**src/rtl/dmem_responder_if.sv**
```systemverilog
// Memory-stage bus between the pipelined core and its data-memory responder.
// The core drives requests; the responder returns load data, stall and error.
interface dmem_responder_if;
  logic        MemReadM;
  logic        MemWriteM;
  logic [31:0] ALUOutM;
  logic [31:0] WriteDataM;
  logic [31:0] ReadDataM;
  logic        Enable;
  logic        MemErr;

  modport master (
    output MemReadM,
    output MemWriteM,
    output ALUOutM,
    output WriteDataM,
    input  ReadDataM,
    input  Enable,
    input  MemErr
  );

  modport slave (
    input  MemReadM,
    input  MemWriteM,
    input  ALUOutM,
    input  WriteDataM,
    output ReadDataM,
    output Enable,
    output MemErr
  );
endinterface

```
**src/rtl/dmem_responder.sv**
```systemverilog
// Word-addressed data RAM for the M stage: posted stores, loads stall
// the whole pipeline for LATENCY cycles through Enable.
module dmem_responder #(
  parameter int DEPTH   = 64,
  parameter int LATENCY = 2
) (
  input  logic clk,
  input  logic reset,
  dmem_responder_if.slave bus
);
  localparam int AW = $clog2(DEPTH);

  typedef enum logic [1:0] {
    IDLE,
    BUSY,
    DONE
  } state_e;

  state_e      state_q, state_d;
  logic [3:0]  count_q, count_d;
  logic [31:0] rdata_q, rdata_d;
  logic        err_q, err_d;
  logic        en;
  logic        we;
  logic        capture;
  logic        legal;
  logic        rd_req;
  logic        wr_req;
  logic [AW-1:0] idx;

  logic [31:0] mem [DEPTH];

  assign idx    = bus.ALUOutM[AW+1:2];
  assign legal  = (bus.ALUOutM[1:0] == 2'b00) &&
                  ((bus.ALUOutM >> (AW + 2)) == 32'h0);
  // A simultaneous read+write request is resolved as a store.
  assign wr_req = bus.MemWriteM;
  assign rd_req = bus.MemReadM && !bus.MemWriteM;

  always_comb begin
    state_d = state_q;
    count_d = count_q;
    rdata_d = rdata_q;
    err_d   = err_q;
    en      = 1'b1;
    we      = 1'b0;
    capture = 1'b0;
    unique case (state_q)
      IDLE: begin
        if (wr_req) begin
          we = legal;
          if (!legal || bus.MemReadM) begin
            err_d = 1'b1;
          end
        end else if (rd_req) begin
          en      = 1'b0;
          count_d = 4'(LATENCY - 1);
          if (!legal) begin
            err_d = 1'b1;
          end
          if (LATENCY == 1) begin
            state_d = DONE;
            capture = 1'b1;
          end else begin
            state_d = BUSY;
          end
        end
      end
      BUSY: begin
        en      = 1'b0;
        count_d = count_q - 4'd1;
        if (count_q == 4'd1) begin
          state_d = DONE;
          capture = 1'b1;
        end
      end
      DONE: begin
        state_d = IDLE;
      end
      default: begin
        state_d = IDLE;
      end
    endcase
    // Address is sampled at DONE entry; the core holds it while stalled.
    if (capture) begin
      rdata_d = legal ? mem[idx] : 32'h0;
    end
  end

  always_ff @(posedge clk) begin
    if (reset) begin
      state_q <= IDLE;
      count_q <= 4'd0;
      rdata_q <= 32'h0;
      err_q   <= 1'b0;
    end else begin
      state_q <= state_d;
      count_q <= count_d;
      rdata_q <= rdata_d;
      err_q   <= err_d;
    end
  end

  always_ff @(posedge clk) begin
    if (we && !reset) begin
      mem[idx] <= bus.WriteDataM;
    end
  end

  assign bus.Enable    = en;
  assign bus.ReadDataM = rdata_q;
  assign bus.MemErr    = err_q;
endmodule

```
**src/flat_wrapper.sv**
```systemverilog
// flat-port wrapper written by rule: the top's interface ports become plain ports
module dmem_responder_flat 
#(
  parameter int DEPTH   = 64,
  parameter int LATENCY = 2
)
  (clk, reset, bus_MemReadM, bus_MemWriteM, bus_ALUOutM, bus_WriteDataM, bus_ReadDataM, bus_Enable, bus_MemErr);
  dmem_responder_if bus_i ();
  input  logic clk;
  input  logic reset;
  input wire logic [$bits(bus_i.MemReadM)-1:0] bus_MemReadM;
  input wire logic [$bits(bus_i.MemWriteM)-1:0] bus_MemWriteM;
  input wire logic [$bits(bus_i.ALUOutM)-1:0] bus_ALUOutM;
  input wire logic [$bits(bus_i.WriteDataM)-1:0] bus_WriteDataM;
  output wire logic [$bits(bus_i.ReadDataM)-1:0] bus_ReadDataM;
  output wire logic [$bits(bus_i.Enable)-1:0] bus_Enable;
  output wire logic [$bits(bus_i.MemErr)-1:0] bus_MemErr;
  assign bus_i.MemReadM = bus_MemReadM;
  assign bus_i.MemWriteM = bus_MemWriteM;
  assign bus_i.ALUOutM = bus_ALUOutM;
  assign bus_i.WriteDataM = bus_WriteDataM;
  assign bus_ReadDataM = bus_i.ReadDataM;
  assign bus_Enable = bus_i.Enable;
  assign bus_MemErr = bus_i.MemErr;
  dmem_responder #(.DEPTH(DEPTH), .LATENCY(LATENCY)) u_core (.clk(clk), .reset(reset), .bus(bus_i));
endmodule
```
**config.mk**
```make
export PLATFORM = sky130hd
export DESIGN_NAME = dmem_responder_flat
export DESIGN_NICKNAME = d
export VERILOG_FILES = /design/src/rtl/dmem_responder_if.sv /design/src/rtl/dmem_responder.sv /design/src/flat_wrapper.sv
export SDC_FILE = /design/constraint.sdc
export NUM_CORES = 2
export LEC_CHECK = 0
export ABC_AREA = 1
export BUFFER_PORTS_ARGS = -buffer_cell sky130_fd_sc_hd__buf_2
export CELL_PAD_IN_SITES_DETAIL_PLACEMENT = 1
export CELL_PAD_IN_SITES_GLOBAL_PLACEMENT = 2
export CORE_MARGIN = 2
export CORE_UTILIZATION = 40
export CTS_BUF_LIST = sky130_fd_sc_hd__clkbuf_4
export CTS_CLUSTER_SIZE = 28
export DETAILED_ROUTE_END_ITERATION = 16
export GPL_TIMING_DRIVEN = 0
export PLACE_DENSITY = 0.89
export SYNTH_ARGS = -nofsm -noshare
export SYNTH_HDL_FRONTEND = slang
export SYNTH_SLANG_ARGS = --single-unit
```
**constraint.sdc**
```tcl
create_clock -name clk -period 3.1 [get_ports clk]
set_input_delay 0.465 -clock clk [delete_from_list [all_inputs] [get_ports clk]]
set_output_delay 0.465 -clock clk [all_outputs]
set_load 0.1 [all_outputs]
```
==> out/qor.yml <==
cap_violations: 4
dp_cells: 11800
drc_errors: 0
die_area_mm2: 0.227
finalWorstSetupSlack_ps: -188
busiest_layer: "met2"
clkSinkCount: 2087
grtUsageTotal_pct: 27.3
grt_antenna_before_repair: 30
synth_warnings: 0
yosysTopAreaCell: "edfxtp_1"
hold_path_class: "primary input to register"
vias: 66200
grt_pass1_vias: 70300
routedWlPerCell_um: 24.6
rsz0062_at_grt: "true"
use_met2_pct: 44.4
instances_no_fill: 12800
failed_checks: "max-capacitance violations, max-slew violations, negative setup slack"
hpwl_um: 215000
required_ps: 4410
port_buffers: 100
worst_setup_path_end_kind: "register"
setup_viol: 15
clockBufferDepth: 4
cts_buffers: 562
synth.distinct_cells: 32
finish.utilization_pct: 46.7
drtIter0Drc: 6756
die_w_um: 477
core_mm2: 0.222
synth_compound_area_share_pct: 1.99
ant_nets: 0
status: "finished, violations left"
clk_pin_slew_ps: 70
cts_max_level: 6
cp.arrival_ps: 4590
max_freq_ghz: 0.304
leakage_nw: 45.7
p_total_mw: 58.6
tritoncts: "done"
yosys.area_share.xor_xnor_pct: 0.00980
synth_top_family_by_area: "simple AND/OR/NAND/NOR gates"
grt_use_met1_pct: 33.3
die_h_um: 477
worstSetupPathType: "primary input to register"
clkLatencyLatePin_ps: 1420
worstPathMaxFanout: 10
final_cell_mix: "nand2_1, edfxtp_1, inv_1"
io_pins: 102
fin_crit_sh_pct: 106
synth-seq-cells: 2087
syn-cell-area_mm2: 0.0894
muxShareOfSynthArea_pct: 0
start_util_pct: 40.2
gp_congestion: 0.888
hold_viol: 0
grt_pass1_wl_um: 453000
synth.area.top_cells: "edfxtp_1, nand2_1, inv_1"
dpl_worst_slack_ps: -1480
start_kind: "primary input"
max-slew-margin-rel_pct: -6.75
synthArstFlopShare_pct: 0
fin_nets: 9561
drt_first_pass_iters: 7
viasPerCell: 5.16
yosys.area_share.simple_pct: 18.4
finalMaxSlewViolations: 137
drive_gt1_share_pct: 15.6
ir_worst_vdd_uv: 422
synth_fa_ha_area_share_pct: 0.0280
min_period_ps: 3290
layout_commonest_cell: "nand2_1"
timing.hold.ws_ps: 124
syn_nets: 8707
synth_edf_count: 2048
wirelength_um: 316000
met3_usage_pct: 5.33
pwr_density_cell_mw_per_mm2: 565
synth_top_area_share_pct: 68.8
synth_ff_type: "edfxtp_1"
overflow: 0
syn_to_final_growth_pct: 16.0
fp-row-count: 173
skew_ps: 121
ys_seq_area_share_pct: 69.7
tightest_slew_ps: 1590
syn_area_per_cell_um2: 10.4
synthCells: 8637
grt_max_degree: 65
root_buffer: "clkbuf_4"
sequential cells by signal (all words and copies together) (netlist names):
signal                flops
u_core.bus.ReadDataM     32
u_core.count_q            4
u_core.state_q            2
u_core.bus.MemErr         1
u_core.mem             2048
Yosys cell counts, types with 2 or more instances:
cell      instances
dfxtp_1          39
o211ai_1         33
buf_1            12
o21ai_0         135
nand4_1           9
buf_2           250
inv_1          1878
inv_2             2
nand2_1        2633
o21ai_1         122
a21oi_1          24
clkbuf_1         93
nor2_4            2
or2_2           128
buf_4            17
a21oi_2          11
ha_1              2
or2_0             2
edfxtp_1       2048
nor2_1          213
nand3_1         962
nor3_1           12
what timing repair did:
item	4_1_cts	5_1_grt
setup buffers	41	0
pin swaps	13	0
endpoints found under the hold margin	2326	0
endpoints found under the setup margin	1533	19
gates resized for setup	7	2
hold buffers	68	0
power breakdown:
part,switching [mW],total [mW],internal [mW]
Clock,11.5,24.0,12.4
Sequential,0.00430,31.0,31.0
Combinational,2.88,3.67,0.786
cells by family after synthesis:
logic type / after synthesis
buffers and inverters: 2256
and+or+nand+nor: 3963
DFF: 2087
adders and majority gates: 2
xor gates and xnor gates: 1
AOI/OAI and AO/OA: 328
per-layer routing:
layer / vias to the layer above / routed length [um] / part of all wire [%]
li1: 29400 / - / -
met1: 32900 / 120000 / 38
met4: 8 / 21300 / 6.8
met5: - / 45 / 0.014
met3: 807 / 25400 / 8.0
met2: 3051 / 149000 / 47
critical path, cell delays in order:
cell	delay (ps)
buf_2	120
inv_1	110
nor3_1	1210
buf_1	640
o21ai_1	290
nand2_1	210
nor2_1	70
dlygate4sd3_1	570
nand2_1	100
nand2_1	70
dlygate4sd3_1	590
a21oi_1	130
final cells by class:
cell class / count / area [um^2]
antenna: 20 / 50.0
buffer: 372 / 1780
multi-input combinational: 4294 / 18800
tap: 2975 / 3720
clock buffer: 803 / 6030
timing repair buffer: 291 / 3410
inverter: 1883 / 7070
fill: 24700 / 119000
clock inverter: 106 / 617
sequential: 2087 / 62300
stage by stage:
step                cell area [um^2]  setup TNS, ps
global route                  104000          -27.4
global placement               93600       -5876090
CTS                           104000          -6.52
detailed placement             95900       -2339320
floorplan                      89400        -278280
finish                        104000           -340
final timing paths:
path,endpoint,startpoint,slack [ps],depth (start not counted)
min,u_core.mem[7][1],bus_WriteDataM[1],120,2
min reg2reg,u_core.bus.ReadDataM[26],u_core.bus.ReadDataM[26],470,2
max,u_core.bus.ReadDataM[31],bus_ALUOutM[5],-190,12
max reg2reg,u_core.bus.ReadDataM[16],u_core.state_q[0],110,7
No activity file was read; power rests on OpenSTA's default activity.
